File: src/rtl/w5300_socket_n_tcp_client_conf.sv
// rtl/w5300_socket_n_tcp_client_conf.sv - W5300 socket TCP client bring-up, link monitor and retry sequencer
module w5300_socket_n_tcp_client_conf #(
    parameter int          SOCKET_N     = 0,
    parameter logic [15:0] LOCAL_PORT   = 16'd5000,
    parameter logic [31:0] DEST_IP      = 32'hC0A8_0164,
    parameter logic [15:0] DEST_PORT    = 16'd5001,
    parameter int          INIT_TIMEOUT = 128,
    parameter int          CONN_TIMEOUT = 4096
) (
    input  logic        clk,
    input  logic        rst,
    input  logic        enable,
    input  logic        op_state,
    input  logic [15:0] rd_data,
    output logic        done,
    output logic [10:0] addr,
    output logic [15:0] wr_data
);

    localparam logic [9:0]  BASE       = 10'(32'h200 + SOCKET_N * 32'h40);
    localparam logic [15:0] MR_TCP     = 16'h0001;
    localparam logic [15:0] CR_OPEN    = 16'h0001;
    localparam logic [15:0] CR_CONNECT = 16'h0004;
    localparam logic [15:0] CR_CLOSE   = 16'h0010;
    localparam logic [7:0]  SSR_INIT   = 8'h13;
    localparam logic [7:0]  SSR_EST    = 8'h17;
    localparam logic [15:0] INIT_LAST  = 16'(INIT_TIMEOUT - 1);
    localparam logic [15:0] CONN_LAST  = 16'(CONN_TIMEOUT - 1);

    typedef enum logic [3:0] {
        IDLE, WR_MR, WR_PORT, WR_DIP0, WR_DIP1, WR_DPORT, CMD_OPEN,
        POLL_INIT, CMD_CONNECT, POLL_EST, LINKED, CMD_CLOSE
    } state_t;

    state_t      state;
    state_t      nxt;
    logic        active;     // access of the current state is on the bus
    logic [15:0] tcnt;
    logic        acc_wr;
    logic [9:0]  acc_off;
    logic [15:0] acc_data;
    logic        is_poll;
    logic        tmo;
    logic [7:0]  status;

    assign status = rd_data[7:0];

    // Decode the bus access each state issues and its normal successor
    always_comb begin
        acc_wr   = 1'b1;
        acc_off  = 10'h002;
        acc_data = 16'h0000;
        nxt      = state;
        case (state)
            WR_MR:       begin acc_off = 10'h000; acc_data = MR_TCP;         nxt = WR_PORT;     end
            WR_PORT:     begin acc_off = 10'h00A; acc_data = LOCAL_PORT;     nxt = WR_DIP0;     end
            WR_DIP0:     begin acc_off = 10'h014; acc_data = DEST_IP[31:16]; nxt = WR_DIP1;     end
            WR_DIP1:     begin acc_off = 10'h016; acc_data = DEST_IP[15:0];  nxt = WR_DPORT;    end
            WR_DPORT:    begin acc_off = 10'h012; acc_data = DEST_PORT;      nxt = CMD_OPEN;    end
            CMD_OPEN:    begin acc_data = CR_OPEN;                           nxt = POLL_INIT;   end
            POLL_INIT:   begin acc_wr = 1'b0; acc_off = 10'h008;             nxt = CMD_CONNECT; end
            CMD_CONNECT: begin acc_data = CR_CONNECT;                        nxt = POLL_EST;    end
            POLL_EST:    begin acc_wr = 1'b0; acc_off = 10'h008;             nxt = LINKED;      end
            LINKED:      begin acc_wr = 1'b0; acc_off = 10'h008;             nxt = LINKED;      end
            CMD_CLOSE:   begin acc_data = CR_CLOSE;                          nxt = IDLE;        end
            default:     begin acc_wr = 1'b0; acc_off = 10'h000;             nxt = IDLE;        end
        endcase
        is_poll = (state == POLL_INIT) || (state == POLL_EST);
        tmo     = (state == POLL_INIT) ? (tcnt >= INIT_LAST) : (tcnt >= CONN_LAST);
    end

    // Sequencer: present an access, complete it on op_state, then pick the next state
    always_ff @(posedge clk) begin
        if (rst) begin
            state   <= IDLE;
            active  <= 1'b0;
            tcnt    <= 16'h0000;
            addr    <= 11'h000;
            wr_data <= 16'h0000;
            done    <= 1'b0;
        end else begin
            // Non-poll states hold the counter at zero, so each poll starts from zero
            tcnt <= is_poll ? (tmo ? tcnt : tcnt + 16'h0001) : 16'h0000;
            if (state == IDLE) begin
                addr    <= 11'h000;
                wr_data <= 16'h0000;
                done    <= 1'b0;
                active  <= 1'b0;
                if (enable) state <= WR_MR;
            end else if (!active) begin
                if (!enable && state != CMD_CLOSE) begin
                    state <= CMD_CLOSE;
                    done  <= 1'b0;
                end else if (is_poll && tmo) begin
                    state <= CMD_CLOSE;
                end else begin
                    addr    <= {acc_wr, BASE + acc_off};
                    wr_data <= acc_wr ? acc_data : 16'h0000;
                    active  <= 1'b1;
                end
            end else if (op_state) begin
                active  <= 1'b0;
                addr    <= 11'h000;
                wr_data <= 16'h0000;
                if (state == CMD_CLOSE) begin
                    state <= IDLE;
                end else if (!enable) begin
                    state <= CMD_CLOSE;
                    done  <= 1'b0;
                end else if (state == POLL_INIT) begin
                    // A match in the same cycle as the timeout takes priority
                    if (status == SSR_INIT) state <= CMD_CONNECT;
                    else if (tmo)           state <= CMD_CLOSE;
                end else if (state == POLL_EST) begin
                    if (status == SSR_EST) begin
                        state <= LINKED;
                        done  <= 1'b1;
                    end else if (tmo) begin
                        state <= CMD_CLOSE;
                    end
                end else if (state == LINKED) begin
                    if (status != SSR_EST) begin
                        state <= CMD_CLOSE;
                        done  <= 1'b0;
                    end
                end else begin
                    state <= nxt;
                end
            end
        end
    end

endmodule
File: config.mk
export PLATFORM = sky130hd
export DESIGN_NAME = w5300_socket_n_tcp_client_conf
export DESIGN_NICKNAME = d
export VERILOG_FILES = /design/src/rtl/w5300_socket_n_tcp_client_conf.sv
export SDC_FILE = /design/constraint.sdc
export NUM_CORES = 1
export LEC_CHECK = 0
export CAP_MARGIN = 20
export CORE_MARGIN = 3
export CORE_UTILIZATION = 51
export DETAILED_ROUTE_END_ITERATION = 7
export GPL_TIMING_DRIVEN = 0
export PLACE_DENSITY = 0.81
export SLEW_MARGIN = 40
export SYNTH_ARGS = -nofsm -noshare
export SYNTH_HDL_FRONTEND = slang
export SYNTH_SLANG_ARGS = --single-unit
File: constraint.sdc
create_clock -name clk -period 2.8 [get_ports clk]
set_clock_uncertainty 0.2 [all_clocks]
set_input_delay 0.42 -clock clk [delete_from_list [all_inputs] [get_ports clk]]
set_output_delay 0.42 -clock clk [all_outputs]
set_load 0.02 [all_outputs]
Word level (Yosys, flattened, before mapping)
Cells that the tools add are included.
{ "word_totals": {"word_cells": 96, "input_bits": 20, "regBits": 49} }
{ "classes": {"n_reduce_logical": 16, "n_lt_le_gt_ge": 2, "n_mux": 43, "bitwise": 1, "add_sub_neg": 2, "n_eq_ne": 26} }
{ "op_table": {"columns": ["op", "n"], "rows": [
  ["one-hot mux 16 bit (7 select lines)", 1],
  ["two-way mux 16 bit", 5],
  ["two-way mux 4 bit", 15],
  ["two-way mux 11 bit", 4],
  ["one-hot mux 5 bit (6 select lines)", 1],
  ["one-hot mux 4 bit (7 select lines)", 1],
  ["adder 16 x 1 -> 16 bit, second input constant", 1],
  ["equality test 4 x 3 -> 1 bit, second input constant", 4],
  ["equality test 4 bit, second input constant", 4],
  ["equality test 8 x 5 -> 1 bit, second input constant", 2],
  [">= comparator 16 x 12 -> 1 bit, second input constant", 1],
  [">= comparator 16 x 7 -> 1 bit, second input constant", 1],
  ["two-way mux 1 bit", 16],
  ["adder 10 bit, first input constant", 1],
  ["inequality test 2 bit, second input constant", 5],
  ["equality test 4 x 2 -> 1 bit, second input constant", 2],
  ["inequality test 4 x 2 -> 1 bit, second input constant", 2],
  ["inequality test 8 x 5 -> 1 bit, second input constant", 1],
  ["inequality test 8 x 7 -> 1 bit, second input constant", 1],
  ["OR reduction 8 bit", 1],
  ["AND reduction 7 bit", 1],
  ["OR reduction 2 bit", 3],
  ["OR reduction 3 bit", 2],
  ["equality test 4 x 1 -> 1 bit, second input constant", 1],
  ["13 further kinds", 14]
]} }

Depth between registers and ports, before layout
{ "depth": {"ltp_word": 11, "mapped_depth": 8} }

Worst setup path before layout
OpenSTA, ideal clock, no wires.
{ "synth_path": {"path_kind": "input to register", "start": "input port rd_data[5]", "end": "register done", "path_slack_ns": 0.370, "setup_ns": 0.072, "t_arrival_ns": 2.159, "path_stages": 5, "required_time_ns": 2.528, "n_path_buf": 0, "cell_sequence": "or4b_4 or4b_1 a2111o_1 a21oi_1 mux2i_1"} }
{ "synth_between": {"elab_chain_len": 3, "word_cells_on_any_way": 5} }
{ "synth_lines": {"columns": ["element", "line_no", "rtl"], "rows": [
  ["start, declared", "14", "input logic [15:0] rd_data,"],
  ["equality test 8 x 5 -> 1 bit / inequality test 8 x 5 -> 1 bit (equally long branches)", "115, 122", null],
  ["inequality test 4 x 3 -> 1 bit (no line) / inequality test 4 x 2 -> 1 bit (equally long branches)", null, null],
  ["AND reduction 7 bit (no line) (*)", null, null],
  ["end signal, assigned", "109", "done <= 1'b0;"],
  ["end signal, assigned", "117", "done <= 1'b1;"],
  ["end signal, assigned", "124", "done <= 1'b0;"],
  ["end, declared", "15", "output logic done,"]
]} }
Mark *: on every way between the ends. The rest lies on a longest branch, timed or not.
A chain may end at the register's enable or synchronous reset.

Final worst setup path
Ends and elaborated chain as after synthesis.

==> flow_summary.toml <==
[status]
status = "completed"

[min_path]
hp-class = "reg -> reg"
whs_path_depth = 1
worstHoldStart = "tcnt[12]"
whs_endpoint = "tcnt[12]"

[route]
wire_per_inst_um = 13.9
dr_wl_met3_um = 301
drt_iter0_drc = 108
vias_per_cell = 5.69
wl_met1_mm = 2.03
first_pass_iters = 4
highest_layer = "met4"
wl_met2_mm = 2.58
antenna_left = 0
routed_wl_mm = 5.02
num_vias = 2050
drc = 0

[clock_network]
ctsHoldBuffers = 0
htreeDepth = 2
post_cts_buffers = 0
cts_sinks = 37
clkLatencyLatePin_ns = 0.30
cts_tree = "done"
cts_buffer_depth = 2
clk_pin_slew_ns = 0.07
clockRootBuffer = "clkbuf_8"
post_cts_resize_count = 0
numCtsBuffers = 5

[synthesis]
syn_area_sq_mm = 0.00220
synth_cell_types = 50
syn_avg_cell_area_sq_um = 8.32
seq_area_frac_synth_pct = 33.7
synth-adder-area-share_pct = 0.570
synth_top_family_by_area = "simple AND/OR/NAND/NOR gates"
muxShareOfSynthArea_pct = 8.66
synth-edff-count = 0
yosysWarnings = 0
syn_inst = 264
netlist.area_leader.share_pct = 33.7
synthTopCellsByArea = "dfxtp_1 34%, mux2i_1 8.7%, nand2_1 6.7%, buf_4 4.1%, a21oi_1 3.2%"
synth_xor_area_share_pct = 2.39
yosys.area.top_type = "dfxtp_1"
ys_async_sr_fraction_pct = 0
yosys.area_share.simple_pct = 28.8
ys_seq_elements = 37
ys.flop_type = "dfxtp_1"
synth-compound-area-share_pct = 17.6

[floorplanning]
start_util_pct = 53.7
core_sq_mm = 0.00409
die_h_um = 71.6
row_count = 23
die_x_um = 71.6
dieArea_sq_mm = 0.00513
io_pins = 48

[timing]
max_freq_mhz = 376
tns_ns = 0
rsz0062_at_grt = "false"
slew_viol_final = 0
setup_viol = 0
fin_hold_ws_ns = 0.256
period_share_pct = 94.9
period_minus_slack_ns = 2.66
tightestPinTransition_ns = 0.721
slew_headroom_pct = 51.3
finalHoldViolCount = 0

[place]
numPortBuffers = 30
hpwl_mm = 3.86
placed_cells = 352
postPlaceCellArea_sq_mm = 0.00259
gp_congestion = 0.946

[global_routing]
grt_pass1_vias = 1821
grt_first_pass_wirelength_mm = 8.43
grt_usage_pct = 20.7
antenna_found_initial = 0
grt_max_degree = 13
grt.overflow.total = 0

[setup_path]
crit_chain = "clkdlybuf4s50_1 > or4b_4 > or4b_1 > a2111o_1 > a21oi_1 > mux2i_1"
worstReg2RegStart = "state[0]"
cp-end-kind = "register"
critical_path.slowest_cell = "or4b_4"
path_class = "in -> reg"
regToRegEndpoint = "wr_data[14]"
cp.arrival_ns = 2.69
cp_top_family = "simple AND/OR/NAND/NOR gates"
critPathLaunchType = "primary input"
required_ns = 2.83
cp_max_fo = 5
r2r_setup_slack_ns = 0.22
critPathMaxStageDelay_ns = 0.56
path_buf_inv = 1
r2r_cells = 6

[flow_run]
drv_cap = 0

[layout]
fin_nets = 330
stdcell_count = 360
n_antenna_cell = 0
syn_to_final_growth_pct = 23.4
final_util_pct = 66.3
layout-drive-gt1-share_pct = 9.35
final_area_sq_mm = 0.00271

[power]
p_leak_nw = 1.03
ir_drop_uv = 303
cellPowerDensity_mw_per_mm2 = 705
state kept, by name (all words and copies together), names as in the netlist:
signal   count
addr         6
tcnt        16
done         1
state        4
wr_data      9
active       1
area by class of cell:
class                           count  area (sq um)
Fill cell                         371          1380
Multi-Input combinational cell    202          1310
Sequential cell                    37           741
Timing Repair Buffer               30           300
Buffer                             29           163
Clock buffer                        6          82.6
Tap cell                           50          62.6
Clock inverter                      2          37.5
Inverter                            4          15.0
worst max path at each step:
stage | slack, ns | to | from | cells after the start
final | 0.14 | done | rd_data[5] | 6
after global routing | 0.0008 | done | rd_data[5] | 6
after CTS | 0.13 | done | rd_data[5] | 6
after detailed placement | -0.17 | done | rd_data[5] | 6
after global placement | -0.14 | done | rd_data[5] | 6
after floorplan | 0.37 | done | rd_data[5] | 5
through the flow:
stage / total power [mW] / setup WS, ns
2_1_floorplan: 1.21 / 0.370
3_3_place_gp: 1.42 / -0.144
3_5_place_dp: 1.43 / -0.173
4_1_cts: 1.92 / 0.131
5_1_grt: 2.03 / 0.000790
6_report: 1.91 / 0.142
power breakdown:
group | leakage [nW] | internal [mW] | total (mW) | switching, mW
clock | 0.0574 | 0.289 | 0.488 | 0.199
combinational | 0.674 | 0.321 | 0.804 | 0.484
sequential | 0.300 | 0.587 | 0.617 | 0.0302
placed cells by master (no fill, tap or decap), types with 6 or more instances in the layout:
master	synthesis	routed
nand2_1	39	39
clkdlybuf4s50_1	0	30
clkbuf_8	0	6
nand4_1	6	6
buf_4	12	12
or4_1	9	9
clkbuf_1	15	15
dfxtp_1	37	37
conb_1	1	9
o31ai_1	7	7
nand3_1	7	7
nor2_1	11	11
a21oi_1	14	14
mux2i_1	19	19
and2_1	8	8
o21ai_0	10	10
worst register-to-register path: cells and delay by family (launching register included):
family	cells	cell delay, ns
AO/OA/AOI/OAI	1	0.37
multiplexers	1	0.19
buffers and inverters	2	0.55
flip-flops	1	0.37
AND/OR/NAND/NOR	2	0.83
cells in the mapped netlist, types with 4 or more instances:
library cell / number
o311ai_0: 5
nor2_1: 11
a31oi_1: 4
nor4_1: 4
or4_1: 9
xnor2_1: 5
and2_1: 8
o31ai_1: 7
dfxtp_1: 37
o21ai_0: 10
a21oi_1: 14
nand4_1: 6
nor2b_1: 4
nand2_1: 39
inv_1: 4
nand3_1: 7
buf_4: 12
clkbuf_1: 15
mux2i_1: 19
logic make-up (layout without fill, tap and decap cells):
kind of cell               count (synthesis)  after routing
AOI/OAI and AO/OA                         55             55
adders and majority gates                  1              1
buffers and inverters                     33             71
muxes                                     19             19
xor gates and xnor gates                   6              6
and+or+nand+nor                          112            112
other                                      1              9
DFF                                       37             37
per-layer routing:
| metal | GRT usage, % | vias to the layer above |
|---|---|---|
| met5 | 0 | - |
| met4 | 7.10 | 0 |
| met3 | 5.33 | 10 |
| met2 | 36.7 | 60 |
| met1 | 24.1 | 939 |
| li1 | - | 1041 |
No activity file was read; power rests on OpenSTA's default activity.
==> RTL change 1, RTL diff (same flow settings) <==
Make the reset (`rst`) asynchronous in one clocked block.
--- a/src/rtl/w5300_socket_n_tcp_client_conf.sv
+++ b/src/rtl/w5300_socket_n_tcp_client_conf.sv
@@ -72,3 +72,3 @@
     // Sequencer: present an access, complete it on op_state, then pick the next state
-    always_ff @(posedge clk) begin
+    always_ff @(posedge clk or posedge rst) begin
         if (rst) begin
Function: differs if rst is asserted again (counterexample within 4 cycles, from zero or initial values and one cycle with rst high); with rst held inactive, the same outputs for 10 cycles.
==> RTL change 1 against the original RTL <==
Non-clock buffer count stayed put; area after synthesis is 6.3% higher; setup slack better by 0.0098 ns; total power is 22% higher; sequential cell count stayed put; wire length is 17% higher; final area is 4.8% higher; critical path type unchanged; largest cell class unchanged.
==> RTL change 1: results (changes against the original RTL) <==
Synth top cells by count=dfrtp_1 (37), nand2_1 (32), o21ai_0 (31), a21oi_1 (18), nor2_1 (16); count of non-filler cells in the finished layout=369 (+2.5%); Initial DRT Pass Iterations=5 (+1); static leakage=1.138 nW (+10%); Synth cell types=59 (+18%); Pint=0.001315 W (+9.8%); Critical Path AT=2.63 ns (-0.06 ns); final net count=339 (+2.7%); reg2reg path depth=7 (+1); first-pass GRT wire length=9.873 mm (+17%); syn_area_per_cell=8.552 µm² (+2.8%); fraction of layout cells with a size suffix above 1=12.23% (+2.9 points); Max VDD drop=639.8 µV (+110%); Post-synth ARST share=100.0% (+100 points); vias in the first global route=1966 (+8.0%); overall routing resource usage=23.64% (+2.9 points); GP Congestion=0.9207 (-2.7%); DPL Wire Length=4.293 mm (+11%); dpl cells=361 (+2.6%); ranking of synthesized cells by area=dfrtp_1 (40%), o21ai_0 (6.6%), nand2_1 (5.1%); largest net degree at the start of global routing=38 (+25); drt first-iter violations=181 (+68%); outcome=complete, no violations; sequential share of the synthesized area=39.66% (+5.9 points); Setup WS pre-CTS=-0.3699 ns (-0.1970 ns)
## RTL change 1: final timing paths
path | end | slack [ns]
max | state[1] | 0.15
min | tcnt[15] | 0.29
max reg2reg | state[1] | 0.23
min reg2reg | tcnt[15] | 0.29
max in group asynchronous | state[0] | 1.69
min in group asynchronous | addr[9] | 0.31
## RTL change 1: final cells by class
type / instances / area (µm²) / area share, %
tap: 50 / 62.56 / 2.204
sequential: 37 / 925.9 / 32.61
clock inverter: 2 / 13.76 / 0.4848
multi-input combinational: 210 / 1267 / 44.65
buffer: 29 / 166.4 / 5.862
inverter: 5 / 20.02 / 0.7052
timing repair buffer: 30 / 300.3 / 10.58
clock buffer: 6 / 82.58 / 2.909
## RTL change 1: kinds of logic after synthesis
logic type | Yosys count | share of synthesized area (%)
AND/OR/NAND/NOR | 114 | 27.76
AO/OA/AOI/OAI | 80 | 21.38
multiplexers | 4 | 1.822
adder cells (fa/ha/maj) | 1 | 0.5358
XOR/XNOR | 2 | 0.7504
buffers and inverters | 34 | 7.932
flip-flops | 37 | 39.66
other | 1 | 0.1606
## RTL change 1: metrics by stage
step           area (µm²)  hold slack [ns]  TNS [ns]  total power, W
2_1_floorplan        2365           0.2545         0        0.001527
3_3_place_gp         2728           0.2628    -1.033        0.001885
3_5_place_dp         2734           0.2767   -0.9739        0.001912
4_1_cts              2833           0.2942         0        0.002313
5_1_grt              2839           0.3206         0        0.002494
6_report             2839           0.2870         0        0.002336
## RTL change 1: metal layers
layer,part of all wire (%),track usage [%],up-vias
met2,45,34.94,96
met5,0,0,-
met4,1.4,9.054,0
met3,7.1,3.283,11
met1,46,34.86,1032
li1,-,-,1065
## RTL change 1: power by group through the flow
stage | registers (W) | clock network (W) | logic, W
2_1_floorplan | 0.000776 | 0 | 0.000751
3_3_place_gp | 0.000711 | 0 | 0.00117
3_5_place_dp | 0.000721 | 0 | 0.00119
4_1_cts | 0.000710 | 0.000409 | 0.00119
5_1_grt | 0.000723 | 0.000434 | 0.00134
6_report | 0.000711 | 0.000406 | 0.00122
## RTL change 1: timing repair
action	4_1_cts	5_1_grt
setup endpoints to repair	2	2
setup buffers	0	0
hold buffers	0	0
resized for setup	1	2
## RTL change 1: critical path: stages
cell and delay (ns):
clkdlybuf4s50_1 0.39, or4b_2 0.72, nor2_2 0.28, a22oi_1 0.17, a22oi_2 0.27, mux2_2 0.38
==> RTL change 2, RTL diff (config.mk and constraints unchanged) <==
Without the edit above. `CONN_TIMEOUT`: 4096 -> 3072.
--- a/src/rtl/w5300_socket_n_tcp_client_conf.sv
+++ b/src/rtl/w5300_socket_n_tcp_client_conf.sv
@@ -7,3 +7,3 @@
     parameter int          INIT_TIMEOUT = 128,
-    parameter int          CONN_TIMEOUT = 4096
+    parameter int          CONN_TIMEOUT = 3072
 ) (
Check against the original RTL: no difference found for any inputs over 10 cycles, from zero or initial values and one cycle with rst high; that may be too few to reach the edited logic, so the function may still have changed.
==> RTL change 2 against the original RTL <==
Total power shrank 6.4%; combinational power shrank 2%; critical path type unchanged; setup slack gained 0.35 ns; global-route usage grew 2.7 points; sequential cell count is the same; first-iteration DRC count grew 150%; sequential share of layout area shrank 0.56 points; final area grew 2.1%; area after synthesis grew 4.3%; die area grew 3.9%; critical path depth is the same; wire length grew 15%.
==> RTL change 2: results (changes against the original RTL) <==
outcome=complete, no violations; reg2reg setup slack=0.53 ns (+0.31 ns); Critical R2R Capture=wr_data[14]; reg2reg path depth=7 (+1); Synth cell types=66 (+32%); vias in the first global route=2098 (+15%); P_sw=0.0007203 W (+1.1%); cts repair resizes=0 (unchanged); overall routing resource usage=23.45% (+2.7 points); Placement Cell Area=2683 µm² (+3.6%); Setup Buffers After CTS=0 (unchanged); actual slew at the worst max-slew pin=0.5340 ns (-0.1870 ns); Antenna Cells=0 (unchanged); worst skew pair latency=0.30 ns (about the same); Routed WL=5.757 mm (+15%); CP endpoint=state[3]; Hold WS=0.2649 ns (+0.008418 ns); synth warn=0 (unchanged); final net count=342 (+3.6%); Max VDD drop=501.9 µV (+66%); sequential share of the synthesized area=32.35% (-1.4 points); via count=2220 (+8.3%); Crit-path slowest cell=or4b_1; worst min-delay path class=reg2reg; Critical Path AT=2.34 ns (-0.35 ns); Max clock buf depth=2 (unchanged); # H-tree levels=2 (unchanged); Max FO, Critical Path=4 (-1); DPL Wire Length=4.113 mm (+6.5%); dpl cells=364 (+3.4%); drt first-iter violations=267 (+150%); CTS buffer count=5 (unchanged); Post-synth ARST share=0% (unchanged); count of non-filler cells in the finished layout=372 (+3.3%); fraction of layout cells with a size suffix above 1=14.91% (+5.6 points); Synth top cells by count=dfxtp_1 (37), nor2_1 (27), nand2_1 (26), a21oi_1 (17); biggest regs=tcnt x16, wr_data x9, addr x6; Setup WS pre-CTS=0.2204 ns (+0.3933 ns); GP Congestion=0.9358 (-1.1%); fmax=0.4325 GHz (+15%); largest net degree at the start of global routing=12 (-1); clk root buf=clkbuf_8; first-pass GRT wire length=9.832 mm (+17%); Syn Inst Count=276 (+4.5%); R2R Path Start=state[1]; static leakage=1.049 nW (+1.8%); ranking of synthesized cells by area=dfxtp_1 (32%), nor2_1 (4.4%), buf_4 (4.3%); Worst path max stage delay=0.61 ns (+0.05 ns); Reg clk slew, reported paths=0.08 ns; initial antenna violation count=0 (unchanged); Initial DRT Pass Iterations=5 (+1); number of port buffers=30 (unchanged); Worst path top cell family by delay=simple AND/OR/NAND/NOR gates
RTL change 2: layout make-up:
cell class	count	area, µm²
fillers	360	1408
multi-input cells	217	1404
flip-flops and latches	37	740.7
repair buffers	30	300.3
plain buffers	28	167.7
clock buffers	6	72.57
well taps	50	62.56
clock inverters	2	10.01
inverters	2	7.507
RTL change 2: power by group through the flow:
stage | Clock, W | Combinational, W | Sequential (W)
3_3_place_gp | 0 | 0.000760 | 0.000633
3_5_place_dp | 0 | 0.000763 | 0.000637
4_1_cts | 0.000377 | 0.000769 | 0.000626
6_report | 0.000373 | 0.000788 | 0.000626
5_1_grt | 0.000394 | 0.000869 | 0.000635
2_1_floorplan | 0 | 0.000521 | 0.000665
RTL change 2: per-layer routing:
metal / share of wire, % / vias up / GRT usage [%] / routed length [µm]
met1: 47 / 1036 / 32.18 / 2686
met3: 7.7 / 12 / 4.683 / 442
met2: 44 / 92 / 35.35 / 2537
li1: - / 1080 / - / -
met4: 1.6 / 0 / 10.45 / 91
met5: 0 / - / 0 / 0
RTL change 2: cell families (layout without fill, tap and decap cells):
group                    count (synthesis)  in the layout  share of synthesized area (%)
other                                    1              9                         0.1638
XOR/XNOR                                10             10                          3.825
buffers and inverters                   30             68                          7.650
adder cells (fa/ha/maj)                  1              1                         0.5464
flip-flops                              37             37                          32.35
AO/OA/AOI/OAI                           66             66                          22.02
multiplexers                             9              9                          4.044
AND/OR/NAND/NOR                        122            122                          29.40
RTL change 2: worst min-delay path by stage:
stage	end	cells past startpoint	from
2_1_floorplan	tcnt[15]	1	tcnt[15]
3_3_place_gp	wr_data[6]	2	wr_data[6]
3_5_place_dp	addr[9]	2	addr[9]
4_1_cts	addr[9]	2	addr[9]
5_1_grt	wr_data[6]	2	wr_data[6]
6_report	addr[9]	2	addr[9]
